### src/rtl/clken_dds_pkg.sv
`default_nettype none
`timescale 1ns/1ps
// ============================================================================
// Module   : clken_dds_pkg
// Brief    : Shared defaults and increment helper for the clock-enable DDS.
// Revision : 1.0
// ============================================================================
package clken_dds_pkg;

    localparam int unsigned ACC_W_DEF       = 24;
    localparam int unsigned LOCK_CYCLES_DEF = 1024;

    // Rounded f_out*2^acc_w/f_ref, clamped so f_out == f_ref still fits acc_w bits.
    function automatic logic [63:0] inc_from_hz(
        input longint unsigned f_out,
        input longint unsigned f_ref,
        input int unsigned     acc_w
    );
        logic [63:0] num;
        logic [63:0] quo;
        logic [63:0] max_inc;
        num     = (64'(f_out) << acc_w) + 64'(f_ref / 2);
        quo     = num / 64'(f_ref);
        max_inc = (64'd1 << acc_w) - 64'd1;
        return (quo > max_inc) ? max_inc : quo;
    endfunction

endpackage
`default_nettype wire

### src/rtl/clken_dds_ch.sv
`default_nettype none
`timescale 1ns/1ps
// ============================================================================
// Module   : clken_dds_ch
// Brief    : One DDS channel: increment register, phase accumulator, ce flop.
// Revision : 1.0
// ============================================================================
module clken_dds_ch
    import clken_dds_pkg::*;
#(
    parameter int unsigned ACC_W = ACC_W_DEF
) (
    input  logic             clk,
    input  logic             rst,
    input  logic             load,
    input  logic [ACC_W-1:0] inc_in,
    input  logic             sync,
    input  logic             ce_en,
    output logic             ce
);

    logic [ACC_W-1:0] r_acc;
    logic [ACC_W-1:0] r_inc;
    logic             r_ce;
    logic [ACC_W:0]   w_sum;

    // The add always uses the increment held before this edge's load.
    assign w_sum = {1'b0, r_acc} + {1'b0, r_inc};

    always_ff @(posedge clk) begin
        if (rst) begin
            r_acc <= '0;
            r_inc <= '0;
            r_ce  <= 1'b0;
        end else begin
            if (load) begin
                r_inc <= inc_in;
            end
            if (sync) begin
                r_acc <= '0;
                r_ce  <= 1'b0;
            end else begin
                r_acc <= w_sum[ACC_W-1:0];
                r_ce  <= w_sum[ACC_W] & ce_en;
            end
        end
    end

    assign ce = r_ce;

endmodule
`default_nettype wire

### src/rtl/clken_dds.sv
`default_nettype none
`timescale 1ns/1ps
// ============================================================================
// Module   : clken_dds
// Brief    : Multi-channel DDS clock-enable generator with lock indication.
// Revision : 1.0
// ============================================================================
module clken_dds
    import clken_dds_pkg::*;
#(
    parameter int unsigned NUM_CH      = 7,
    parameter int unsigned ACC_W       = ACC_W_DEF,
    parameter int unsigned LOCK_CYCLES = LOCK_CYCLES_DEF
) (
    input  logic              refclk,
    input  logic              rst,
    input  logic              wr_en,
    input  logic [3:0]        wr_ch,
    input  logic [ACC_W-1:0]  wr_inc,
    input  logic              sync,
    input  logic [NUM_CH-1:0] ce_en,
    output logic [NUM_CH-1:0] ce,
    output logic              locked
);

    localparam int unsigned          c_cnt_w    = $clog2(LOCK_CYCLES + 1);
    localparam logic [c_cnt_w-1:0]   c_lock_max = c_cnt_w'(LOCK_CYCLES);

    logic               w_wr_ok;
    logic [c_cnt_w-1:0] r_cnt;

    // Writes to channels that do not exist are dropped before they touch anything.
    assign w_wr_ok = wr_en && ({1'b0, wr_ch} < 5'(NUM_CH));

    for (genvar i = 0; i < NUM_CH; i++) begin : g_ch
        clken_dds_ch #(
            .ACC_W (ACC_W)
        ) u_ch (
            .clk    (refclk),
            .rst    (rst),
            .load   (w_wr_ok && (wr_ch == 4'(i))),
            .inc_in (wr_inc),
            .sync   (sync),
            .ce_en  (ce_en[i]),
            .ce     (ce[i])
        );
    end

    always_ff @(posedge refclk) begin
        if (rst) begin
            r_cnt <= '0;
        end else if (w_wr_ok || sync) begin
            r_cnt <= '0;
        end else if (r_cnt != c_lock_max) begin
            r_cnt <= r_cnt + c_cnt_w'(1);
        end
    end

    assign locked = (r_cnt == c_lock_max);

endmodule
`default_nettype wire

### config.mk
export PLATFORM = sky130hd
export DESIGN_NAME = clken_dds
export DESIGN_NICKNAME = d
export VERILOG_FILES = /design/src/rtl/clken_dds_pkg.sv /design/src/rtl/clken_dds_ch.sv /design/src/rtl/clken_dds.sv
export SDC_FILE = /design/constraint.sdc
export NUM_CORES = 1
export LEC_CHECK = 0
export BUFFER_PORTS_ARGS = -buffer_cell sky130_fd_sc_hd__buf_2
export CAP_MARGIN = 20
export CORE_UTILIZATION = 57
export CTS_CLUSTER_SIZE = 8
export DETAILED_ROUTE_END_ITERATION = 6
export PLACE_DENSITY = 0.79
export SLEW_MARGIN = 15
export SYNTH_ARGS = -nofsm -noshare
export SYNTH_HDL_FRONTEND = slang
export SYNTH_SLANG_ARGS = --single-unit
### constraint.sdc
create_clock -name refclk -period 2.68 [get_ports refclk]
set_clock_uncertainty 0.15 [all_clocks]
set_input_delay 0.134 -clock refclk [delete_from_list [all_inputs] [get_ports refclk]]
set_output_delay 0.134 -clock refclk [all_outputs]
set_load 0.01 [all_outputs]
# After elaboration in Yosys (flattened, before gate mapping)
# Cells that the tools add are included.
[totals]
output_inout_bits = 8
reg_bits = 354
in_bits = 39
word_cells = 58
[classes]
n_lt_le_gt_ge = 1
n_bitwise = 7
reduce_logical = 12
addsub = 8
n_eq_ne = 8
[op_table]
columns = ["cell", "count"]
rows = [
  ["$add A24 B24 Y25", 7],
  ["$eq A4 B3 Y1 const B", 3],
  ["$add A11 B1 Y11 const B", 1],
  ["$eq A11 B11 Y1 const B", 1],
  ["$ne A11 B11 Y1 const B", 1],
  ["$eq A4 B2 Y1 const B", 2],
  ["$logic_and A1 B1 Y1", 8],
  ["$and A1 B1 Y1", 7],
  ["$eq A4 B1 Y1 const B", 1],
  ["$logic_not A4 Y1", 1],
  ["$lt A4 B3 Y1 const B", 1],
  ["$reduce_or A2 Y1", 2],
  ["$logic_or A1 B1 Y1", 1],
]

# Depth between registers and ports, before layout
# Gate-level depths: netlist (run 1).
[logic_depth]
ltp_word = 4
ltp_mapped = 9

# Modules after synthesis
# A second synthesis (run 1) with hierarchy kept.
[unflattened]
cells_unflattened = 2261
area_unflattened_um2 = 19856.5
[modules_own_cells]
columns = ["module", "n_inst", "area_per_inst_um2", "cells_per_inst"]
rows = [
  ["clken_dds_ch at g_ch[1].u_ch ...", 3, 2760.1, 317],
  ["clken_dds_ch at g_ch[4].u_ch ...", 2, 2702.6, 301],
  ["clken_dds_ch at g_ch[6].u_ch", 1, 2775.2, 313],
  ["clken_dds_ch at g_ch[0].u_ch", 1, 2747.6, 317],
  ["clken_dds", 1, 648.1, 78],
]

# Worst setup path before layout (run 1)
# Ideal clock, no wire load.
[synth_timing]
kind = "register to register"
startpoint = "reg g_ch[3].u_ch.r_inc[0]"
endpoint = "reg g_ch[3].u_ch.r_acc[22]"
setup_ps = 72
arrival_time_ps = 2498
path_slack_ps = -39
n_path_buf = 0
stages_incl_launch_ff = 10
required_ps = 2458
period_less_slack_ps = 2719
path_cell_list = "dfxtp_1 -> ha_1 -> fa_1 -> a21oi_2 -> o21ai_2 -> a2111oi_2 -> o21bai_1 -> a311o_1 -> a311oi_2 -> mux2i_1"
[synth_between]
elab_chain_cells = 1
[synth_lines]
columns = ["item", "line_no", "text"]
rows = [
  ["start, declared", "clken_dds_ch.sv:23", "logic [ACC_W-1:0] r_inc;"],
  ["start signal, assigned", "clken_dds_ch.sv:37", "r_inc <= inc_in;"],
  ["$add A24 B24 Y25", "clken_dds_ch.sv:28", "assign w_sum = {1'b0, r_acc} + {1'b0, r_inc};"],
  ["end signal, assigned", "clken_dds_ch.sv:43", "r_acc <= w_sum[ACC_W-1:0];"],
  ["end, declared", "clken_dds_ch.sv:22", "logic [ACC_W-1:0] r_acc;"],
]
# Every way passes these cells.
# A chain may end at the register's enable or synchronous reset.

# Worst setup path in the final report (run 1)
# Same ends and word-level chain as after synthesis.

==> results.md, run 1 <==
* Clk_lat worst skew at 0.56 ns
* CP Capture Type: flop
* Setup ws final at 0.0783 ns
* Seq pwr share at 0.465
* CP Max Fanout at 3
* First-pass GRT wire length at 83.4 mm
* Switching power at 2.66 mW
* Clk root buf: clkbuf_16
* RSZ-0062 raised after global routing: yes
* Fin crit period at 2.60 ns
* Total global-route track usage at 0.302
* Max stage delay on crit path at 0.39 ns
* FFs w/ async S/R, synth at 0
* XOR/XNOR share of the synthesized area at 0.0459
* Clock buffer depth at 3
* Clk network pwr share at 0.486
* Share of layout cells above drive strength 1 at 0.0959
* Fmax at 384 MHz
* Required time of the critical path at around 3.0 ns
* Status: completed
* CTS Buf Count at 50
* Num rows at 66
* Max-cap violation count at 0
* Critical path cell sequence: ha_4 > fa_2 > a21oi_2 > o21ai_2 > a2111oi_2 > o21bai_1 > a311o_1 > a311oi_2 > mux2i_1
* CP max-delay cell: a311o_1
* Post-Route Setup TNS at 0 ns
* Sequential cell area at 0.00709 mm2
* R2R depth at 9
* Starting Density at 0.587
* WS Path Type: reg2reg
* Logic pwr share at 0.049
* Vias in the first global route at roughly 17k
* Vias after detailed routing at 17.6k
* Clock transition at path regs at 0.05 ns
* Detail Route met3 WL at ~4.4 mm
* Top area cells in the synthesized netlist: dfxtp_1 (37%), ha_1 (11%), nand2_1 (8.8%)
* Post-synthesis adder-cell area fraction at 0.118
* Post-DRT Antenna Nets at 0
* Highest metal used: met4
* Post-Syn Nets at 2596
* Cell Pwr Density at 522 mW/mm2
* Area of the multi-input gates at 0.0118 mm2
* Relative slew slack at 0.417
* Worst setup SP type: flop
* Residual DRC at 0
* CP arrival at 2.92 ns
* Post-Syn Area at 0.0193 mm2
* Overflow after GRT at 0
* Simple-Gate Fraction of Synth Area at 0.201
* Metal-1 WL at between 20 and 25 mm
* Least-Margin Pin Slew at between 0.8 and 0.9 ns
* Clk sinks at approximately 350
* Core Util, Final at 0.671
* Tcrit/Tclk final at 0.971
* Die footprint at 0.0346 mm2
* Worst VDD drop at 0.000479 V
* Core area at 0.0329 mm2
* Die Height at 186 um
* Vias per cell at ~6.0
* Final instance area at 0.0221 mm2
* H-tree depth at 2
* Post-synth top area cell: dfxtp_1
* # diodes at 0
* Hold path cells at 3
* Layout Nets at 2684
* Leak at 9.52 nW
* Largest family of logic cells by synthesized area: compound AO/OA/AOI/OAI gates
* Flop and latch count out of synthesis at 354
* Post-synth cell types at 76
* Internal power at 8.86 mW
* Post-synthesis compound-gate area fraction at 0.223
* Post-synth EDFFs at 0
* Fillers at 2716
* # IOs at 47
* Switching share of power at 0.231
* CTS tree: built
* Share of the synthesized area in the top cell type at 0.368
* Initial antenna violation count at 3
* Mux contribution to synthesized area at 0.0130
* Synth-to-Final Area Change at 14.4%
* Routed wire length at 52.1 mm
* Pin count of the biggest net entering global routing at 191
* Avg WL per Cell at 17.9 um
* Die W at 186 um
* DR pass1 iterations at 6
* Seq/Total Area, Yosys at 0.368
* Routability cong. at 0.898
* I/O Buffers at 46
* Worst Hold Class: in2reg
* Synth warn at 0
* Max-slew violation count at 0
* Hpwl dp at 33.4 mm
* Final setup viols at 0
* Final Hold Vio Count at 0
* Post-synthesis area per instance at 8.10 um2
* Area post-placement at 0.0201 mm2
* Setup WS pre-CTS at -0.136 ns
* Prevailing post-synth register cell: dfxtp_1
* Met2 WL at 24.0 mm
* Mapped Cells at about 2.4k
* DRT iter0 DRCs at 1343
what timing repair did:
| action | CTS | global route |
|---|---|---|
| buffers inserted | 8 | 8 |
| endpoints found under the setup margin | 12 | 39 |
| pin swaps | 18 | 28 |
| endpoints found under the hold margin | 181 | 0 |
| hold buffers | 33 | 0 |
| cloned | 0 | 0 |
| resized for setup | 20 | 30 |
worst paths after layout:
check | from | endpoint | slack, ns
setup / recovery | g_ch[3].u_ch.r_inc[0] | g_ch[3].u_ch.r_acc[22] | 0.08
hold / removal | sync | g_ch[0].u_ch.r_acc[19] | 0.07
setup reg to reg | g_ch[3].u_ch.r_inc[0] | g_ch[3].u_ch.r_acc[22] | 0.08
hold reg to reg | g_ch[1].u_ch.r_inc[2] | g_ch[1].u_ch.r_inc[2] | 0.31
layout by cell type (no fill, tap or decap), types with 10 or more instances in the layout:
cell type and n:
nor2b_1 13, xor2_1 49, mux2i_1 24, nor3b_1 10
ha_1 167, or3_1 29, and2_1 22, a21oi_1 313
a31oi_1 17, dfxtp_1 351, nand2_1 454, o21a_1 30
nand2b_1 17, o21bai_1 16, o211ai_1 14, a211oi_1 21
xnor2_1 52, dlygate4sd3_1 33, nand3_1 48, buf_4 66
nor3_1 50, and3_1 28, o21ai_0 84, nand4_1 20
a21o_1 91, nor2_1 156, inv_1 42, clkbuf_16 50
buf_2 45
flip-flops by register name (all words and copies together), names as in the netlist:
register,count
r_cnt,11
g_ch.u_ch.ce,7
g_ch.u_ch.r_acc,168
g_ch.u_ch.r_inc,168
area by class of cell:
cell class,instances,share of cell area
inverter,42,0.00715
multi-input combinational,1872,0.536
timing repair buffer,148,0.0509
clock inverter,4,0.00289
sequential,354,0.321
tap,442,0.0251
clock buffer,52,0.0571
layer usage:
metal / vias to the layer above / global-route usage
li1: 8569 / -
met5: - / 0
met1: 8242 / 0.394
met3: 128 / 0.0413
met2: 642 / 0.509
met4: 0 / 0.105
per-stage QoR:
step	std cells	total power [mW]	hold WS [ns]
after floorplan	2380	5.72	0.120
after global placement	2811	5.95	0.267
after detailed placement	2811	5.97	0.267
after CTS	2908	11.6	0.0391
after global routing	2914	11.8	0.0603
final	2914	11.5	0.0679
power by group through the flow:
stage,registers [mW],logic (mW),clock network [mW]
2_1_floorplan,5.45,0.279,0
3_5_place_dp,5.45,0.512,0
6_report,5.35,0.568,5.60
3_3_place_gp,5.45,0.500,0
4_1_cts,5.35,0.553,5.65
5_1_grt,5.35,0.601,5.88
worst max-delay path: cells and delay by family, from the launching register on:
family                   cells  cell delay (ns)
AO/OA/AOI/OAI                6             1.32
adder cells (fa/ha/maj)      2             0.52
flip-flops                   1             0.33
multiplexers                 1             0.21
logic make-up after synthesis:
family          count (synthesis)
buf+inv                       154
fa+ha+maj                     177
simple gates                  877
mux                            25
flops                         354
xor+xnor                      101
compound gates                692
cell usage after synthesis (all sizes together) (24+ instances only):
master	n
and3	28
o21ai	91
ha	170
a21oi	318
dfxtp	354
mux2i	24
a211oi	30
clkbuf	101
xnor2	52
a21o	91
nor3	52
nor2	157
o21a	30
nand3	48
inv	42
xor2	49
or3	29
nand2	454
No activity file was read; power rests on OpenSTA's default activity.
==> run 2, diff against run 1 <==
CORE_UTILIZATION = 45   (was 57)
PLACE_DENSITY = 0.65   (was 0.79)
==> run 2 against run 1 <==
Net effect:
- power increased by 0.41%
- critical path depth unchanged
- count of clock-buffer cells in the layout increased by 1
- via count decreased by 1.3%
- combinational power increased by 2%
- sequential share of layout area decreased by 0.30 points
- sequential power about the same
- largest power group unchanged
- highest routed layer unchanged
==> results.md, run 2 (synthesized netlist as in run 1, its figures left out) <==
* # diodes at 0 (unchanged)
* CP Capture Type: flop
* Initial antenna violation count at 2 (-1)
* Num rows at 75 (+14%)
* CP Max Fanout at 3 (unchanged)
* Pin count of the biggest net entering global routing at 130 (-32%)
* Max-cap violation count at 0 (unchanged)
* R2R depth at 9 (unchanged)
* Final Hold Vio Count at 0 (unchanged)
* Clk sinks at 354 (unchanged)
* Clk_lat worst skew at 0.57 ns (about the same)
* I/O Buffers at 46 (unchanged)
* R2R Path Start: g_ch[5].u_ch.r_inc[0]
* Total global-route track usage at 0.243 (-0.0593)
* Clock transition at path regs at 0.05 ns (about the same)
* Core Util, Final at 0.528 (-0.143)
* RSZ-0062 raised after global routing: yes
* Cell Pwr Density at 519 mW/mm2 (-0.51%)
* Vias after detailed routing at 17.4k (-1.3%)
* WHS Endpoint: r_cnt[9]
* H-tree depth at 2 (unchanged)
* Core area at 0.0421 mm2 (+28%)
* Share of layout cells above drive strength 1 at 0.100 (+0.00413)
* Worst VDD drop at 0.000479 V (about the same)
* Commonest non-fill, non-tap cell in the layout: nand2_1
* DRT iter0 DRCs at 1122 (-16%)
* Die footprint at 0.0437 mm2 (+26%)
* Clk root buf: clkbuf_16
* Tot Pwr at 11.6 mW (+0.41%)
* Worst setup SP type: flop
* Max-slew violation count at 0 (unchanged)
* Overflow after GRT at 0 (unchanged)
* Vias per cell at 5.75 (-4.7%)
* Clock buffer depth at 3 (unchanged)
* Avg WL per Cell at 17.5 um (-2.1%)
* CTS Buf Count at 50 (unchanged)
* Vias in the first global route at 16.8k (+0.44%)
* Status: completed
* Hpwl dp at 34.9 mm (+4.5%)
* FF-to-FF End: g_ch[5].u_ch.r_acc[22]
* Layout Nets at 2693 (+0.34%)
* Tcrit/Tclk final at 0.981 (+0.0104)
* Die W at 209 um (+12%)
* Post-DRT Antenna Nets at 0 (unchanged)
* Leak at 9.54 nW (+0.26%)
* # IOs at 47 (unchanged)
* Starting Density at 0.458 (-0.129)
* Routed wire length at 52.8 mm (+1.4%)
* CP arrival at 2.91 ns (about the same)
* Synth-to-Final Area Change at 15.5%
* Final setup viols at 0 (unchanged)
* Required time of the critical path at 2.96 ns (-0.04 ns)
* Area of the multi-input gates at 0.0118 mm2 (+0.17%)
* Relative slew slack at 0.382 (-0.0352)
* Sequential cell area at 0.00709 mm2 (unchanged)
* DR pass1 iterations at 6 (unchanged)
* WS Path Type: reg2reg
* Least-Margin Pin Slew at 0.928 ns (+0.0528 ns)
* Most frequent cells in the layout: nand2_1 (454), dfxtp_1 (351), a21oi_1 (312)
* Die Height at 209 um (+12%)
* CTS tree: built
* Fin crit period at 2.63 ns (+0.0280 ns)
* Fillers at 3936 (+45%)
* Hold path cells at 4 (+1)
* Routability cong. at 0.897 (about the same)
* Hold_sp: wr_ch[3]
* First-pass GRT wire length at 85.6 mm (+2.7%)
* Fmax at 380 MHz (-1.1%)
* Worst Hold Class: in2reg
* Residual DRC at 0 (unchanged)
* Reg-to-reg setup timing slack at 0.05 ns (-0.03 ns)
* Regs by FF count: g_ch.u_ch.r_acc (168), g_ch.u_ch.r_inc (168), r_cnt (11)
run 2: critical path, stage by stage (launching register included):
cell	delay, ns
dfxtp_2	0.33
ha_4	0.16
fa_2	0.33
a21o_1	0.18
a221o_1	0.33
o211ai_1	0.32
o21ai_2	0.15
o31ai_4	0.22
mux2i_1	0.21
o311ai_1	0.12
run 2: area by class of cell:
cell class                 count  area share
clock buffer                  53      0.0577
clock inverter                 2     0.00174
inverter                      42     0.00708
multi-input combinational   1872       0.531
sequential                   354       0.318
tap                          539      0.0303
timing repair buffer         157      0.0533
run 2: worst max-delay path by stage:
stage	from	endpoint	slack, ns	cells past startpoint
6_report	g_ch[5].u_ch.r_inc[0]	g_ch[5].u_ch.r_acc[22]	0.05	9
5_1_grt	g_ch[4].u_ch.r_inc[0]	g_ch[4].u_ch.r_acc[22]	-0.05	9
4_1_cts	g_ch[3].u_ch.r_inc[0]	g_ch[3].u_ch.r_acc[22]	-0.04	9
3_5_place_dp	g_ch[0].u_ch.r_inc[0]	g_ch[0].u_ch.r_acc[20]	-0.18	9
3_3_place_gp	g_ch[0].u_ch.r_inc[0]	g_ch[0].u_ch.r_acc[20]	-0.13	9
2_1_floorplan	g_ch[3].u_ch.r_inc[0]	g_ch[3].u_ch.r_acc[22]	0.02	9
run 2: timing repair:
item                                    in CTS  in global routing
endpoints found under the setup margin      15                 36
endpoints found under the hold margin      189                  0
resized for setup                           15                 40
setup buffers                                6                 11
cloned                                       0                  0
hold buffers                                35                  0
pin swaps                                   14                 31
run 2: power by group:
| part | leakage, nW | internal, mW | switching [mW] |
|---|---|---|---|
| clock network | 0.650 | 3.41 | 2.22 |
| logic | 6.04 | 0.173 | 0.406 |
| registers | 2.86 | 5.32 | 0.0268 |
run 2: stage by stage:
stage / area (um2) / TNS, ns / hold WS, ns / std cells / setup slack [ns]
detailed placement: 20200 / -0.804 / 0.254 / 2912 / -0.182
floorplan: 19300 / 0 / 0.120 / 2380 / 0.0183
global route: 22300 / -0.134 / 0.0478 / 3019 / -0.0539
CTS: 22000 / -0.0449 / 0.0190 / 3008 / -0.0449
global placement: 20200 / -0.358 / 0.253 / 2912 / -0.134
finish: 22300 / 0 / 0.0303 / 3019 / 0.0504
run 2: per-layer routing:
layer / track usage / up-vias / share of wire
met5: 0 / - / 0
met4: 0.0915 / 0 / 0.029
met3: 0.0301 / 105 / 0.048
met2: 0.411 / 436 / 0.47
met1: 0.314 / 8236 / 0.46
li1: - / 8577 / -
